<file path="src/rtl/fp_add_pkg.sv">
// Shared types and constants for the FP adder result buffer.
// NaN canonicalization helper is used only when FP_RESULT_NAN_CANON_EN is defined.
package fp_add_pkg;
  localparam logic [31:0] FP_CANON_QNAN = 32'h7fc00000;
  localparam logic [7:0]  FP_EXP_MAX    = 8'hFF;

  typedef struct packed {
    logic [31:0] result;
    logic        overflow;
    logic        underflow;
  } fp_add_result_t;

  // Any NaN (max exponent, nonzero mantissa) collapses to the canonical quiet NaN.
  function automatic logic [31:0] fp_canon_nan(input logic [31:0] v);
    return (v[30:23] == FP_EXP_MAX && v[22:0] != 23'd0) ? FP_CANON_QNAN : v;
  endfunction
endpackage

</file>
<file path="src/rtl/fp_result_fifo.sv">
// Generic DEPTH-entry FIFO with occupancy count and synchronous flush.
// Storage is never cleared; the read port reads as zero while empty.
module fp_result_fifo #(
  parameter int DEPTH = 4,
  parameter int W     = 32,
  localparam int AW   = $clog2(DEPTH),
  localparam int CW   = AW + 1
) (
  input  logic          clk,
  input  logic          rst,
  input  logic          flush,
  input  logic          push,
  input  logic          pop,
  input  logic [W-1:0]  wdata,
  output logic [W-1:0]  rdata,
  output logic [CW-1:0] count,
  output logic          full,
  output logic          empty
);
  logic [DEPTH-1:0][W-1:0] mem;
  logic [AW-1:0]           wr_ptr, rd_ptr;

  assign full  = (count == CW'(DEPTH));
  assign empty = (count == '0);
  assign rdata = empty ? '0 : mem[rd_ptr];

  always_ff @(posedge clk) begin
    if (push && !flush) mem[wr_ptr] <= wdata;
  end

  // Pointers wrap naturally since DEPTH is a power of two.
  always_ff @(posedge clk) begin
    if (rst || flush) begin
      wr_ptr <= '0;
      rd_ptr <= '0;
      count  <= '0;
    end else begin
      if (push) wr_ptr <= wr_ptr + 1'b1;
      if (pop)  rd_ptr <= rd_ptr + 1'b1;
      case ({push, pop})
        2'b10:   count <= count + 1'b1;
        2'b01:   count <= count - 1'b1;
        default: count <= count;
      endcase
    end
  end
endmodule

</file>
<file path="src/rtl/fp_add_result_buffer.sv">
// Result FIFO behind the FP adder with valid/ready writeback and sticky OF/UF flags.
// Define FP_RESULT_NAN_CANON_EN to canonicalize NaN results on capture.
module fp_add_result_buffer
  import fp_add_pkg::*;
#(
  parameter int DEPTH = 4,
  parameter int TAG_W = 4,
  localparam int CW   = $clog2(DEPTH) + 1
) (
  input  logic             clk,
  input  logic             rst,
  input  logic             in_valid,
  output logic             in_ready,
  input  logic [31:0]      in_result,
  input  logic             in_overflow,
  input  logic             in_underflow,
  input  logic [TAG_W-1:0] in_tag,
  output logic             out_valid,
  input  logic             out_ready,
  output logic [31:0]      out_result,
  output logic             out_overflow,
  output logic             out_underflow,
  output logic [TAG_W-1:0] out_tag,
  input  logic             flush,
  output logic             sticky_of,
  output logic             sticky_uf,
  input  logic             sticky_clr,
  output logic [CW-1:0]    count
);
  localparam int EW = $bits(fp_add_result_t) + TAG_W;

  fp_add_result_t     ent_in, ent_out;
  logic [EW-1:0]      wdata, rdata;
  logic               push, pop, full, empty;

  assign in_ready  = !full && !flush;
  assign out_valid = !empty;
  assign push      = in_valid && in_ready;
  assign pop       = out_valid && out_ready;

`ifdef FP_RESULT_NAN_CANON_EN
  assign ent_in.result = fp_canon_nan(in_result);
`else
  assign ent_in.result = in_result;
`endif
  assign ent_in.overflow  = in_overflow;
  assign ent_in.underflow = in_underflow;
  assign wdata            = {in_tag, ent_in};

  fp_result_fifo #(.DEPTH(DEPTH), .W(EW)) u_fifo (
    .clk   (clk),
    .rst   (rst),
    .flush (flush),
    .push  (push),
    .pop   (pop),
    .wdata (wdata),
    .rdata (rdata),
    .count (count),
    .full  (full),
    .empty (empty)
  );

  assign {out_tag, ent_out} = rdata;
  assign out_result         = ent_out.result;
  assign out_overflow       = ent_out.overflow;
  assign out_underflow      = ent_out.underflow;

  // Flags accumulate on retirement; a flagged pop beats a same-cycle clear.
  always_ff @(posedge clk) begin
    if (rst) begin
      sticky_of <= 1'b0;
      sticky_uf <= 1'b0;
    end else begin
      sticky_of <= (sticky_of & ~sticky_clr) | (pop & out_overflow);
      sticky_uf <= (sticky_uf & ~sticky_clr) | (pop & out_underflow);
    end
  end
endmodule
</file>
<file path="config.mk">
export PLATFORM = sky130hd
export DESIGN_NAME = fp_add_result_buffer
export DESIGN_NICKNAME = d
export VERILOG_FILES = /design/src/rtl/fp_add_pkg.sv /design/src/rtl/fp_result_fifo.sv /design/src/rtl/fp_add_result_buffer.sv
export SDC_FILE = /design/constraint.sdc
export NUM_CORES = 1
export LEC_CHECK = 0
export BUFFER_PORTS_ARGS = -buffer_cell sky130_fd_sc_hd__buf_2
export CAP_MARGIN = 20
export CORE_ASPECT_RATIO = 0.9
export CORE_UTILIZATION = 53
export CTS_BUF_LIST = sky130_fd_sc_hd__clkbuf_8
export DETAILED_ROUTE_END_ITERATION = 8
export PLACE_DENSITY = 0.78
export SYNTH_ARGS = -nofsm -noshare
export SYNTH_HDL_FRONTEND = slang
export SYNTH_SLANG_ARGS = --single-unit
</file>
<file path="constraint.sdc">
create_clock -name clk -period 2.15 [get_ports clk]
set_input_delay 0.1075 -clock clk [delete_from_list [all_inputs] [get_ports clk]]
set_output_delay 0.1075 -clock clk [all_outputs]
set_load 0.005 [all_outputs]
</file>
# Word level (Yosys, flattened, before mapping)

Cells that the tools add are included.

Add/subtract/negate cells: 4
Magnitude comparators: 3
Equality and inequality tests: 3
Multiplexer cells: 7
Bitwise logic cells: 7
Reductions and logical operators: 11

Operator list:

| operator              | count |
|---|---|
| $bwmux W152           | 1 |
| $mux W38              | 3 |
| $bmux W38 S2          | 1 |
| $demux W38 S2         | 1 |
| $lt A2 B3 Y1 const B  | 2 |
| $pmux W3 S2           | 1 |
| $logic_and A1 B1 Y1   | 5 |
| $add A2 B1 Y2 const B | 2 |
| $and A1 B1 Y1         | 4 |
| $add A3 B1 Y3 const B | 1 |
| $eq A3 B3 Y1 const B  | 1 |
| $logic_not A1 Y1      | 3 |
| $logic_not A3 Y1      | 1 |
| $sub A3 B1 Y3 const B | 1 |
| $eq A2 B1 Y1 const B  | 1 |
| $eq A2 B2 Y1 const B  | 1 |
| $ge A2 B1 Y1 const B  | 1 |
| $or A1 B1 Y1          | 2 |
| $reduce_bool A2 Y1    | 1 |
| $logic_or A1 B1 Y1    | 1 |
| $not A1 Y1            | 1 |

Register bits: 161
Logic and storage cells: 44

# Logic depth before layout (Yosys ltp)

Depth after elaboration: 6
Depth in mapped cells: 9

# Cells and area by module

Synthesis repeated with hierarchy kept, for this count alone.

Cell total of the unflattened synthesis: 299
Area total of the unflattened synthesis: 6,277.3 um^2

By module, submodules not included:

| module               | times used | cells an instance | area each (um^2) |
|---|---|---|---|
| fp_result_fifo       | 1          | 287               | 6,177.2 |
| fp_add_result_buffer | 1          | 12                | 100.1 |

# Least setup slack after synthesis

No wires, ideal clock.

Kind: reg2reg
From: register u_fifo.count[0]
To: register u_fifo.mem[100] (netlist name) (enable)
Data arrival time: 1.791 ns
Required time: 1.751 ns
Path slack: -0.040 ns
Cell stages (with the launch flop): 4
Cells stage by stage: dfxtp_1 nor3b_1 nor3_1 and2_1

Longest elaborated chain between the ends: 5

Ends and longest elaborated chain:

| what                           | RTL line                   | source |
|---|---|---|
| start: declaration             | fp_result_fifo.sv:16       | `output logic [CW-1:0] count,` |
| start signal: assignment       | fp_result_fifo.sv:41       | `2'b10: count <= count + 1'b1;` |
| start signal: assignment       | fp_result_fifo.sv:42       | `2'b01: count <= count - 1'b1;` |
| start signal: assignment       | fp_result_fifo.sv:43       | `default: count <= count;` |
| $eq A3 B3 Y1                   | fp_result_fifo.sv:23       | `assign full = (count == CW'(DEPTH));` |
| $logic_not A1 Y1               | fp_add_result_buffer.sv:36 | `assign in_ready = !full && !flush;` |
| $logic_and A1 B1 Y1            | fp_add_result_buffer.sv:36 |  |
| $logic_and A1 B1 Y1            | fp_add_result_buffer.sv:38 | `assign push = in_valid && in_ready;` |
| $logic_and A1 B1 Y1            | fp_result_fifo.sv:28       | `if (push && !flush) mem[wr_ptr] <= wdata;` |
| end signal: indexed assignment | fp_result_fifo.sv:28       |  |
| end: declaration               | fp_result_fifo.sv:20       | `logic [DEPTH-1:0][W-1:0] mem;` |

No other way between the ends.
A chain may end at the register's enable or synchronous reset.

# Final worst setup path

From: register u_fifo.count[0]
To: register u_fifo.count[2]

Longest elaborated chain between the ends: 6

Ends and longest elaborated chain:

| what                                                     | RTL line                   | source |
|---|---|---|
| $eq A3 B3 Y1                                             | fp_result_fifo.sv:23       |  |
| $logic_not A1 Y1                                         | fp_add_result_buffer.sv:36 |  |
| $logic_and A1 B1 Y1                                      | fp_add_result_buffer.sv:36 |  |
| $logic_and A1 B1 Y1                                      | fp_add_result_buffer.sv:38 |  |
| $eq A2 B1 Y1 / $eq A2 B2 Y1 (equally long branches)      | fp_result_fifo.sv:40       | `case ({push, pop})` |
| $pmux W3 S2 / $reduce_bool A2 Y1 (equally long branches) | -                          |  |

Parallel ways exist; a longest one is shown, timed or not.

==> results.md <==
* Final setup violation count at 0
* Clock buffer depth at 2
* FP Rows at 37
* I/O pin count at 89
* Filler cells at 784
* Clock Tree Root: clkbuf_8
* Warnings from Yosys at 0
* GRT Total Usage at 20.6%
* Initial Util at 54.6%
* Register-to-Register Path Depth at 9
* Period minus WS final at 2050 ps
* Post-synth EDFFs at 152
* ANT nets after route at 0
* Die width at 117 um
* Worst-path maximum fanout at 8
* Final #Nets at 507
* CP startpoint kind: register
* VDD IR max at 503 uV
* Routed vias/inst at 5.36
* LEAKAGE at 2.78 nW
* Layout Skew at 10.5 ps
* Antenna violations before repair at 0
* Full die area at 12300 um2
* Max_cap viols at 0
* PD cells at 725 nW/um2
* Overall routed net length at 11.8 mm
* Synth Net Count at 353
* DP Area at 6980 um2
* Unique masters post-synth at 24
* Clock sink count at 161
* Remaining global-route overflow at 0
* Die Ht at 105 um
* Layout cell share with drive strength beyond 1 at 39.6%
* CTS H-tree depth at 4
* Ys async rst share at 0%
* Fmax achieved at 0.488 GHz
* Rel. slew slack at 71.6%
* Iteration count of the initial detailed-routing pass at 4
* Largest net degree at the start of global routing at 39
* CTS tree: built
* Hold WC Path Type: in -> reg
* Vias in the first global route at 3576
* First-pass GRT wire length at 18.1 mm
* Crit Path Class: reg -> reg
* Final Instance Area at 7800 um2
* GP Congestion at 0.764
* Total CTS buffers at 17
* DPL Wire Length at 6.98 mm
* Synthesis-to-layout area growth at 24.3%
* Worst-Margin Slew at 421 ps
* Post-synthesis sequential area ratio at 75.7%
* Flops & latches, synth at 161
* Inserted Diodes at 0
* Arr. time, crit path at 2420 ps
* Wire per inst at 19.0 um
* Cells after Synth at 303
* Hold path depth at 3
* Vias at 3340
* Hold EP: u_fifo.wr_ptr[0]
* Core area at 11500 um2
* RSZ-0062 raised after global routing: no
* Worst R2R Setup Slack at 100 ps
* Remaining DRCs at 0
* Endpoint type of the worst setup path: register
* Cell Area, Synth at 6270 um2
* Fin util at 67.9%
* Clk_lat worst skew at 430 ps
* Fin. Hold Viols at 0
* R2R Path End: u_fifo.count[2]
* Final period util at 95.4%
* R2r startpoint: u_fifo.count[0]
* Avg Cell Area, Syn at 20.7 um2
* Fin. max-slew vios at 0
* Main synth FF type: edfxtp_1
* Hold wc startpoint: flush
* Setup TNS at 0 ps
* Critical Path RT at 2520 ps
* Status: completed
* Detailed Route Iter0 Violations at 248
* Port bufs at 88
* Worst-path clk slew at 80 ps
-- layer usage --
metal / routed length (um) / vias to the layer above / global-route usage, %
li1: - / 1509 / -
met1: 4960 / 1693 / 25.0
met2: 6110 / 124 / 35.5
met3: 623 / 14 / 5.80
met4: 114 / 0 / 6.69
met5: 0 / - / 0
-- worst max-delay path, stage by stage (launching register included) --
cell and delay (ps):
dfxtp_4 380, nor3b_4 210, nor3_2 80, inv_1 60, ha_2 180, inv_1 50, fa_1 380, xor2_1 150
or3_1 340, a21oi_2 150
-- sequential cells by signal, summed over array words and instances, names as in the netlist --
signal / cells
sticky_of: 1
u_fifo.count: 3
u_fifo.rd_ptr: 2
u_fifo.wr_ptr: 2
u_fifo.mem: 152
sticky_uf: 1
-- per-stage QoR --
step	instances	power, mW	hold slack [ps]	setup slack (ps)
after detailed placement	547	3.81	301	28.0
after floorplan	303	3.67	177	120
after global placement	547	3.80	293	173
after global routing	623	5.84	58.5	0.207
final	623	5.65	64.1	99.2
after CTS	621	5.69	18.1	9.68
-- power by group --
group          internal, mW  total [mW]  leakage, nW  switching [mW]
sequential             3.47        3.48         1.46          0.0150
clock                 0.862        1.84        0.175           0.979
combinational         0.176       0.323         1.14           0.147
total                  4.51        5.65         2.78            1.14
-- logic make-up after synthesis --
kind of cell / after synthesis / synth area share, %
DFF: 161 / 75.7
and+or+nand+nor: 60 / 5.75
muxes: 38 / 13.6
buffers and inverters: 23 / 2.02
AOI/OAI and AO/OA: 11 / 1.06
adders and majority gates: 6 / 1.32
xor gates and xnor gates: 4 / 0.559
-- timing repair --
action                                 in CTS  in global routing
hold buffers                               43                  0
resized for setup                           1                 10
setup endpoints to repair                  35                  2
pin swaps                                   0                  1
setup buffers                               2                  2
endpoints found under the hold margin     156                  0
-- synth_stat cells, types with 3 or more instances --
master    count  area [um2]
clkbuf_1      7        26.3
buf_6         5        56.3
nor2_1        6        22.5
ha_1          5        62.6
edfxtp_1    152        4560
xor2_1        4        35.0
dfxtp_1       9         180
and2_1       42         263
o31ai_1       3        22.5
mux4_2       38         856
inv_1         9        33.8
a21oi_1       6        30.0
-- worst max-delay path by stage --
stage	cells past startpoint	start	endpoint	slack (ps)
2_1_floorplan	9	u_fifo.count[2]	u_fifo.count[2]	120
5_1_grt	9	u_fifo.count[0]	u_fifo.count[2]	0.2
3_3_place_gp	9	u_fifo.count[0]	u_fifo.count[2]	170
6_report	9	u_fifo.count[0]	u_fifo.count[2]	100
3_5_place_dp	9	u_fifo.count[0]	u_fifo.count[2]	30
4_1_cts	9	u_fifo.count[0]	u_fifo.count[2]	10
-- cells in the final DEF (no fill, tap or decap), types with 3 or more instances in the layout --
master         count
a21oi_1            5
and2_1            38
and2_2             4
buf_12             4
buf_2             88
buf_4             14
clkbuf_8          17
clkinv_2           5
dfxtp_1            4
dfxtp_4            3
dlygate4sd3_1     43
edfxtp_1         152
ha_1               4
inv_1             12
mux4_2            38
nor2_1             6
xor2_1             4
-- layout make-up --
type | instances | area [um2] | share of cell area (%)
clock buffers | 17 | 234 | 3.00
clock inverters | 12 | 81.3 | 1.04
inverters | 9 | 33.8 | 0.433
multi-input cells | 119 | 1440 | 18.4
flip-flops and latches | 161 | 4760 | 61.0
well taps | 156 | 195 | 2.50
repair buffers | 149 | 1060 | 13.5
(Power assumes the default switching activity.)
